===== src/rtl/ofm_out_fsm.sv =====
// Output-side frame sequencer: pops one checksum control entry per frame,
// then streams that frame's data words from a FWFT FIFO onto an AXI-Stream
// master through a single output register, and counts completed frames.
module ofm_out_fsm #(
    parameter int C_CNT_WIDTH = 32
) (
    input  logic                   mm2s_clk,
    input  logic                   mm2s_reset,
    input  logic [63:0]            ctrl_fifo_rdata,
    input  logic                   ctrl_fifo_empty,
    output logic                   ctrl_fifo_rden,
    input  logic [72:0]            data_fifo_rdata,
    input  logic                   data_fifo_empty,
    output logic                   data_fifo_rden,
    output logic [63:0]            tx_axis_tdata,
    output logic [7:0]             tx_axis_tkeep,
    output logic                   tx_axis_tlast,
    output logic                   tx_axis_tvalid,
    input  logic                   tx_axis_tready,
    output logic [15:0]            tx_csum_begin,
    output logic [15:0]            tx_csum_insert,
    output logic [15:0]            tx_csum_init,
    output logic [1:0]             tx_csum_cntrl,
    output logic                   tx_csum_valid,
    output logic [C_CNT_WIDTH-1:0] tx_frame_cnt
);

    localparam logic [1:0] S_IDLE = 2'd0;
    localparam logic [1:0] S_CTRL = 2'd1;
    localparam logic [1:0] S_DATA = 2'd2;
    localparam logic [1:0] S_DONE = 2'd3;

    logic [1:0]             state_q;
    logic [1:0]             state_d;
    logic [63:0]            tdata_q;
    logic [7:0]             tkeep_q;
    logic                   tlast_q;
    logic                   tvalid_q;
    logic [15:0]            csum_begin_q;
    logic [15:0]            csum_insert_q;
    logic [15:0]            csum_init_q;
    logic [1:0]             csum_cntrl_q;
    logic                   csum_valid_q;
    logic [C_CNT_WIDTH-1:0] frame_cnt_q;
    logic [C_CNT_WIDTH-1:0] frame_cnt_d;

    logic ctrl_pop_s;
    logic data_pop_s;
    logic out_free_s;
    logic last_accept_s;
    logic unused_ctrl_bits_s;

    // Control entry bits above the checksum fields carry nothing for this block.
    assign unused_ctrl_bits_s = ^ctrl_fifo_rdata[63:50];

    // Next-state logic and FIFO pop decisions; pops are combinational so a
    // FWFT word can be consumed in the same cycle the output register frees.
    always_comb begin
        state_d       = state_q;
        ctrl_pop_s    = 1'b0;
        data_pop_s    = 1'b0;
        out_free_s    = (~tvalid_q) | tx_axis_tready;
        last_accept_s = 1'b0;
        frame_cnt_d   = frame_cnt_q;
        case (state_q)
            S_IDLE: begin
                if (!ctrl_fifo_empty) begin
                    state_d = S_CTRL;
                end else begin
                    state_d = S_IDLE;
                end
            end
            S_CTRL: begin
                // Upstream only enqueues a control entry once its whole frame
                // is already in the data FIFO, so the pop is unconditional.
                ctrl_pop_s = 1'b1;
                state_d    = S_DATA;
            end
            S_DATA: begin
                if (!data_fifo_empty && out_free_s) begin
                    data_pop_s = 1'b1;
                    if (data_fifo_rdata[72]) begin
                        state_d = S_DONE;
                    end else begin
                        state_d = S_DATA;
                    end
                end else begin
                    state_d = S_DATA;
                end
            end
            S_DONE: begin
                // The pending beat here is always the frame's last word.
                if (tvalid_q && tx_axis_tready && tlast_q) begin
                    last_accept_s = 1'b1;
                    frame_cnt_d   = frame_cnt_q + {{(C_CNT_WIDTH-1){1'b0}}, 1'b1};
                    state_d       = S_IDLE;
                end else begin
                    state_d = S_DONE;
                end
            end
            default: begin
                state_d = S_IDLE;
            end
        endcase
    end

    // FSM state and completed-frame counter.
    always_ff @(posedge mm2s_clk or posedge mm2s_reset) begin
        if (mm2s_reset) begin
            state_q     <= S_IDLE;
            frame_cnt_q <= {C_CNT_WIDTH{1'b0}};
        end else begin
            state_q     <= state_d;
            frame_cnt_q <= frame_cnt_d;
        end
    end

    // AXI-Stream output register: load on pop, drop valid once accepted.
    always_ff @(posedge mm2s_clk or posedge mm2s_reset) begin
        if (mm2s_reset) begin
            tdata_q  <= 64'h0;
            tkeep_q  <= 8'h00;
            tlast_q  <= 1'b0;
            tvalid_q <= 1'b0;
        end else if (data_pop_s) begin
            tdata_q  <= data_fifo_rdata[63:0];
            tkeep_q  <= data_fifo_rdata[71:64];
            tlast_q  <= data_fifo_rdata[72];
            tvalid_q <= 1'b1;
        end else if (tx_axis_tready) begin
            tvalid_q <= 1'b0;
        end else begin
            tvalid_q <= tvalid_q;
        end
    end

    // Checksum sideband: captured at the control pop, held for the whole frame.
    always_ff @(posedge mm2s_clk or posedge mm2s_reset) begin
        if (mm2s_reset) begin
            csum_begin_q  <= 16'h0;
            csum_insert_q <= 16'h0;
            csum_init_q   <= 16'h0;
            csum_cntrl_q  <= 2'b00;
            csum_valid_q  <= 1'b0;
        end else if (ctrl_pop_s) begin
            csum_begin_q  <= ctrl_fifo_rdata[15:0];
            csum_insert_q <= ctrl_fifo_rdata[31:16];
            csum_init_q   <= ctrl_fifo_rdata[47:32];
            csum_cntrl_q  <= ctrl_fifo_rdata[49:48];
            csum_valid_q  <= 1'b1;
        end else if (last_accept_s) begin
            csum_valid_q  <= 1'b0;
        end else begin
            csum_valid_q  <= csum_valid_q;
        end
    end

    assign ctrl_fifo_rden = ctrl_pop_s;
    assign data_fifo_rden = data_pop_s;
    assign tx_axis_tdata  = tdata_q;
    assign tx_axis_tkeep  = tkeep_q;
    assign tx_axis_tlast  = tlast_q;
    assign tx_axis_tvalid = tvalid_q;
    assign tx_csum_begin  = csum_begin_q;
    assign tx_csum_insert = csum_insert_q;
    assign tx_csum_init   = csum_init_q;
    assign tx_csum_cntrl  = csum_cntrl_q;
    assign tx_csum_valid  = csum_valid_q;
    assign tx_frame_cnt   = frame_cnt_q;

endmodule


===== config.mk =====
export PLATFORM = sky130hd
export DESIGN_NAME = ofm_out_fsm
export DESIGN_NICKNAME = d
export VERILOG_FILES = /design/src/rtl/ofm_out_fsm.sv
export SDC_FILE = /design/constraint.sdc
export NUM_CORES = 1
export LEC_CHECK = 0
export CORE_UTILIZATION = 38
export CTS_BUF_LIST = sky130_fd_sc_hd__clkbuf_4 sky130_fd_sc_hd__clkbuf_8
export DETAILED_ROUTE_END_ITERATION = 8
export PLACE_DENSITY = 0.84
export SKIP_LAST_GASP = 1
export SLEW_MARGIN = 20
export SYNTH_ARGS = -nofsm -noshare
export SYNTH_HDL_FRONTEND = slang
export SYNTH_SLANG_ARGS = --single-unit

===== constraint.sdc =====
create_clock -name mm2s_clk -period 4.33 [get_ports mm2s_clk]
set_input_delay 0.433 -clock mm2s_clk [delete_from_list [all_inputs] [get_ports mm2s_clk]]
set_output_delay 0.433 -clock mm2s_clk [all_outputs]
set_load 0.1 [all_outputs]

* Yosys cells after proc, flatten, opt, wreduce, memory -nomap -nowiden
Index checks and enable logic that the tools add are counted.
** Word-level totals
- Flip-flop bits (word level) :: 159
** Operators by class
- $add $sub $neg :: 1
- Eq/ne operators :: 3
- Mux-type cells :: 14
- Bitwise operators :: 2
- Reductions and logical operators :: 8
** Operator list (count)
- adder 32 x 1 -> 32 bit (second input constant) :: 1
- two-way mux 1 bit :: 11
- case mux 2 bit (4 select lines) :: 1
- == test 2 bit (second input constant) :: 2
- two-way mux 2 bit :: 2
- nonzero test 2 bit :: 2
- logical AND 1 bit :: 3
- == test 2 x 1 -> 1 bit (second input constant) :: 1
- zero test 2 bit :: 1
- AND reduction 2 bit :: 1
- zero test 1 bit :: 1
- NOT 1 bit :: 1
- bitwise OR 1 bit :: 1

* Logic depth before layout (Yosys ltp)
- Depth in word-level cells :: 6
- Mapped depth :: 8
- Mapped depth without buffers :: 5

* Worst setup path after synthesis
Ideal clock, no wire load.
- Path kind :: flip-flop to output port
- Start point :: reg tvalid_q, in the netlist tx_axis_tvalid
- End point :: out data_fifo_rden
- Arrival time :: 2.185 ns
- Slack :: 1.712 ns
- Stages on the path, launching flop included :: 5
- Buffers on the path :: 1
- Path through :: dfrtp_1 > nand2b_1 > nand3_1 > inv_2 > clkbuf_1
** On the way
- Cells in the longest elaborated chain, start to end :: 5
** RTL lines
- from (decl) :: line 38 : logic tvalid_q;
- from (signal assigned) :: line 133 : tvalid_q <= tvalid_q;
- NOT 1 bit :: line 62 : out_free_s = (~tvalid_q) | tx_axis_tready;
- bitwise OR 1 bit :: line 62
- logical AND 1 bit :: line 80 : if (!data_fifo_empty && out_free_s) begin
- two-way mux 1 bit :: line 80
- two-way mux 1 bit :: line 65 : case (state_q)
- to (decl) :: line 14 : output logic data_fifo_rden,
Every way passes these cells.

* Final worst setup path
- Start point :: reg state_q[0]
- End point :: out ctrl_fifo_rden
** On the way
- Cells in the longest elaborated chain, start to end :: 2
** RTL lines
- from (decl) :: line 33 : logic [1:0] state_q;
- from (signal assigned) :: line 113 : state_q <= state_d;
- == test 2 x 1 -> 1 bit :: line 65
- two-way mux 1 bit :: line 65
- to (decl) :: line 11 : output logic ctrl_fifo_rden,
Every way passes these cells.

==> key figures <==
Timing
  • Post-layout min period: around 2.8 ns
  • RSZ-0062 raised after global routing: false
  • Final worst path period share: about 66%
  • Clk_skew: 0.01407 ns
  • Slew @ Worst Pin: 1.032 ns
  • Final setup violation count: 0
  • Max_slew headroom: 31.01%
  • Max-slew violation count: 0
  • Setup TNS: 0 ns
  • Hold Fails Final Rpt: 0
  • Fmax achieved: approximately 350 MHz

Drt
  • Drt pass-1 iters: 4
  • Drt via density: 4.705
  • Initial DRC count: 251
  • DRC: 0
  • Drt wl/cell: 15.13 µm
  • Routed WL: approximately 16 mm
  • Vias: 5,105
  • ANT nets after route: 0

Clock network
  • CTS tree: done
  • Clock sinks: 159
  • Deepest clock path buffer count: 2
  • Worst-path clk slew: 0.09 ns
  • Worst-skew pair later-pin latency: 0.46 ns
  • Hold buffer count at cts: 0
  • Post-CTS Repair Setup Buffers: 0
  • Root Buffer: clkbuf_8
  • Post_cts resized: 0
  • # H-tree levels: 4
  • CTS Buf Count: 17

Global routing
  • Largest net degree at the start of global routing: 75
  • Total gr overflow: 0
  • Vias in the first global route: 5,145
  • Initial antenna violation count: 1
  • First-pass GRT wire length: approximately 25 mm
  • GRT Total Usage: 19.43%

Synthesis
  • Post-synthesis async set-or-reset flop share: 100.0%
  • Gate Count Post-Synth: 571
  • Netlist cell types: 31
  • Register area share after synthesis: 63.15%
  • Largest family of logic cells by synthesized area: simple AND/OR/NAND/NOR gates
  • Post-Synth XOR/XNOR Area: 4.309%
  • Syn_area_per_cell: approximately 11 µm²
  • Mux share of post-synthesis cell area: 9.114%
  • Syn Nets: 714
  • Adder-Cell Fraction of Synth Area: 0.1986%
  • Synthesized cell area: 6301 µm²
  • Ys flop type: dfrtp_1
  • EDFF count, synth: 0
  • YS warnings: 0
  • Area fraction in compound gates after synthesis: less than 1%
  • Post-Synth Simple-Gate Area: roughly a fifth
  • Seq cells post-synth: about 160

Cells and area
  • Ratio of cells with drive above 1 in the final layout: 11.74%
  • Most frequent cells in the layout: 285 x clkdlybuf4s50_1, 229 x nand2_1, 159 x dfrtp_1
  • Synthesis-to-layout area growth: 56.53%
  • Most common cell after layout, fill and taps aside: clkdlybuf4s50_1
  • Inserted Diodes: 0
  • NumNets Final: 999
  • # fillers: 1,250

Setup path
  • CP Buf/Inv Count: 1
  • Critical path endpoint category: output pin
  • Crit-path max FO: 9
  • Critical Path Max Stage Delay: 1.18 ns
  • Critical path data arrival time: about 2.4 ns
  • Largest delay share family, worst path: buffers and inverters
  • Worst R2R Path Depth: 4
  • Flop-to-flop setup slack: 2.34 ns
  • CP startpoint kind: flop
  • FF-to-FF Start: state_q[1]
  • CP required: 3.90 ns
  • Critical path class: reg -> out
  • Worst-path cell with the longest stage delay: clkdlybuf4s50_1
  • Critical R2R Capture: tx_frame_cnt[30]
  • Critical Path, Cell by Cell: nor2b_4 -> clkdlybuf4s50_1

Die
  • Die W: 130.8 µm
  • Die Ht: around 130 µm
  • Core footprint: 16,060 µm²
  • Initial Util: 39.24%
  • Rows: 46
  • I/O Pins: 301
  • Die ar.: around 17,000 µm²

Min path
  • Min-Delay Path Class: in -> async

Placement
  • IO Port Bufs: 286
  • GP Congestion: 0.7497
  • DP Wirelength: 11.78 mm

Job
  • Max_cap viols: 0

Run status
  • Status: complete, no violations
==> layout make-up <==
class                      instances  area, µm²  area share [%]
clock buffer                      21      282.8           2.867
clock inverter                    11      178.9           1.814
inverter                           5      22.52          0.2283
multi-input combinational        380       2167           21.97
sequential                       159       3979           40.34
tap                              216      270.3           2.740
timing repair buffer             293       2963           30.04
==> registers in the layout, summed over array words and instances, names as in the netlist <==
signal,cells
tx_csum_insert,16
tx_csum_begin,16
tx_frame_cnt,32
tx_axis_tdata,64
tx_axis_tvalid,1
tx_csum_init,16
state_q,2
tx_csum_valid,1
tx_csum_cntrl,2
tx_axis_tkeep,8
tx_axis_tlast,1
==> per-stage QoR <==
step	util (%)	instance area (µm²)	setup slack (ns)	hold WS, ns	instances
6_report	61.42	9863	1.487	0.2810	1085
3_3_place_gp	58.42	9382	1.932	0.4574	1052
3_5_place_dp	58.42	9382	1.900	0.4619	1052
4_1_cts	61.30	9843	1.419	0.4616	1084
5_1_grt	61.42	9863	1.382	0.2844	1085
2_1_floorplan	-	6305	1.712	0.5384	571
==> how the worst max path moves through the flow <==
stage | end | from | depth (start not counted) | slack [ns]
6_report | ctrl_fifo_rden | state_q[0] | 2 | 1.49
3_5_place_dp | tx_frame_cnt[30] | tx_axis_tready | 5 | 1.90
3_3_place_gp | ctrl_fifo_rden | state_q[0] | 2 | 1.93
5_1_grt | ctrl_fifo_rden | state_q[0] | 2 | 1.38
4_1_cts | ctrl_fifo_rden | state_q[0] | 2 | 1.42
2_1_floorplan | data_fifo_rden | tx_axis_tvalid | 4 | 1.71
==> worst reg2reg max path, stage by stage, from the launching register on <==
cell	delay (ns)
dfrtp_1	0.61
nand4_2	0.21
nor4_4	0.68
nand4_1	0.22
xnor2_1	0.18
==> synthesized netlist by cell type (4+ instances only) <==
| cell type | count | area share [%] |
|---|---|---|
| buf_2 | 14 | 1.1 |
| mux2_2 | 51 | 9.1 |
| inv_1 | 4 | 0.24 |
| nand2_1 | 229 | 14 |
| and3_1 | 6 | 0.60 |
| nor2_1 | 10 | 0.60 |
| xor2_1 | 6 | 0.83 |
| dfrtp_1 | 159 | 63 |
| xnor2_1 | 25 | 3.5 |
| nand3_1 | 13 | 1.0 |
| nor3_1 | 6 | 0.48 |
| buf_1 | 5 | 0.30 |
| nand4_1 | 17 | 1.7 |
==> kinds of logic after synthesis <==
kind of cell / count (synthesis)
buffers and inverters: 32
flip-flops: 159
AO/OA/AOI/OAI: 2
multiplexers: 51
XOR/XNOR: 31
adder cells (fa/ha/maj): 1
AND/OR/NAND/NOR: 295
==> routing by layer <==
metal | part of all wire (%) | up-vias | track usage (%)
met5 | 0.079 | - | 0
li1 | - | 2410 | -
met1 | 39 | 2478 | 21.81
met3 | 9.4 | 19 | 7.736
met2 | 50 | 196 | 33.49
met4 | 1.5 | 2 | 6.694
Power is not shown: default switching activity piles up to over one toggle a cycle in this logic, so the estimate is an artifact.
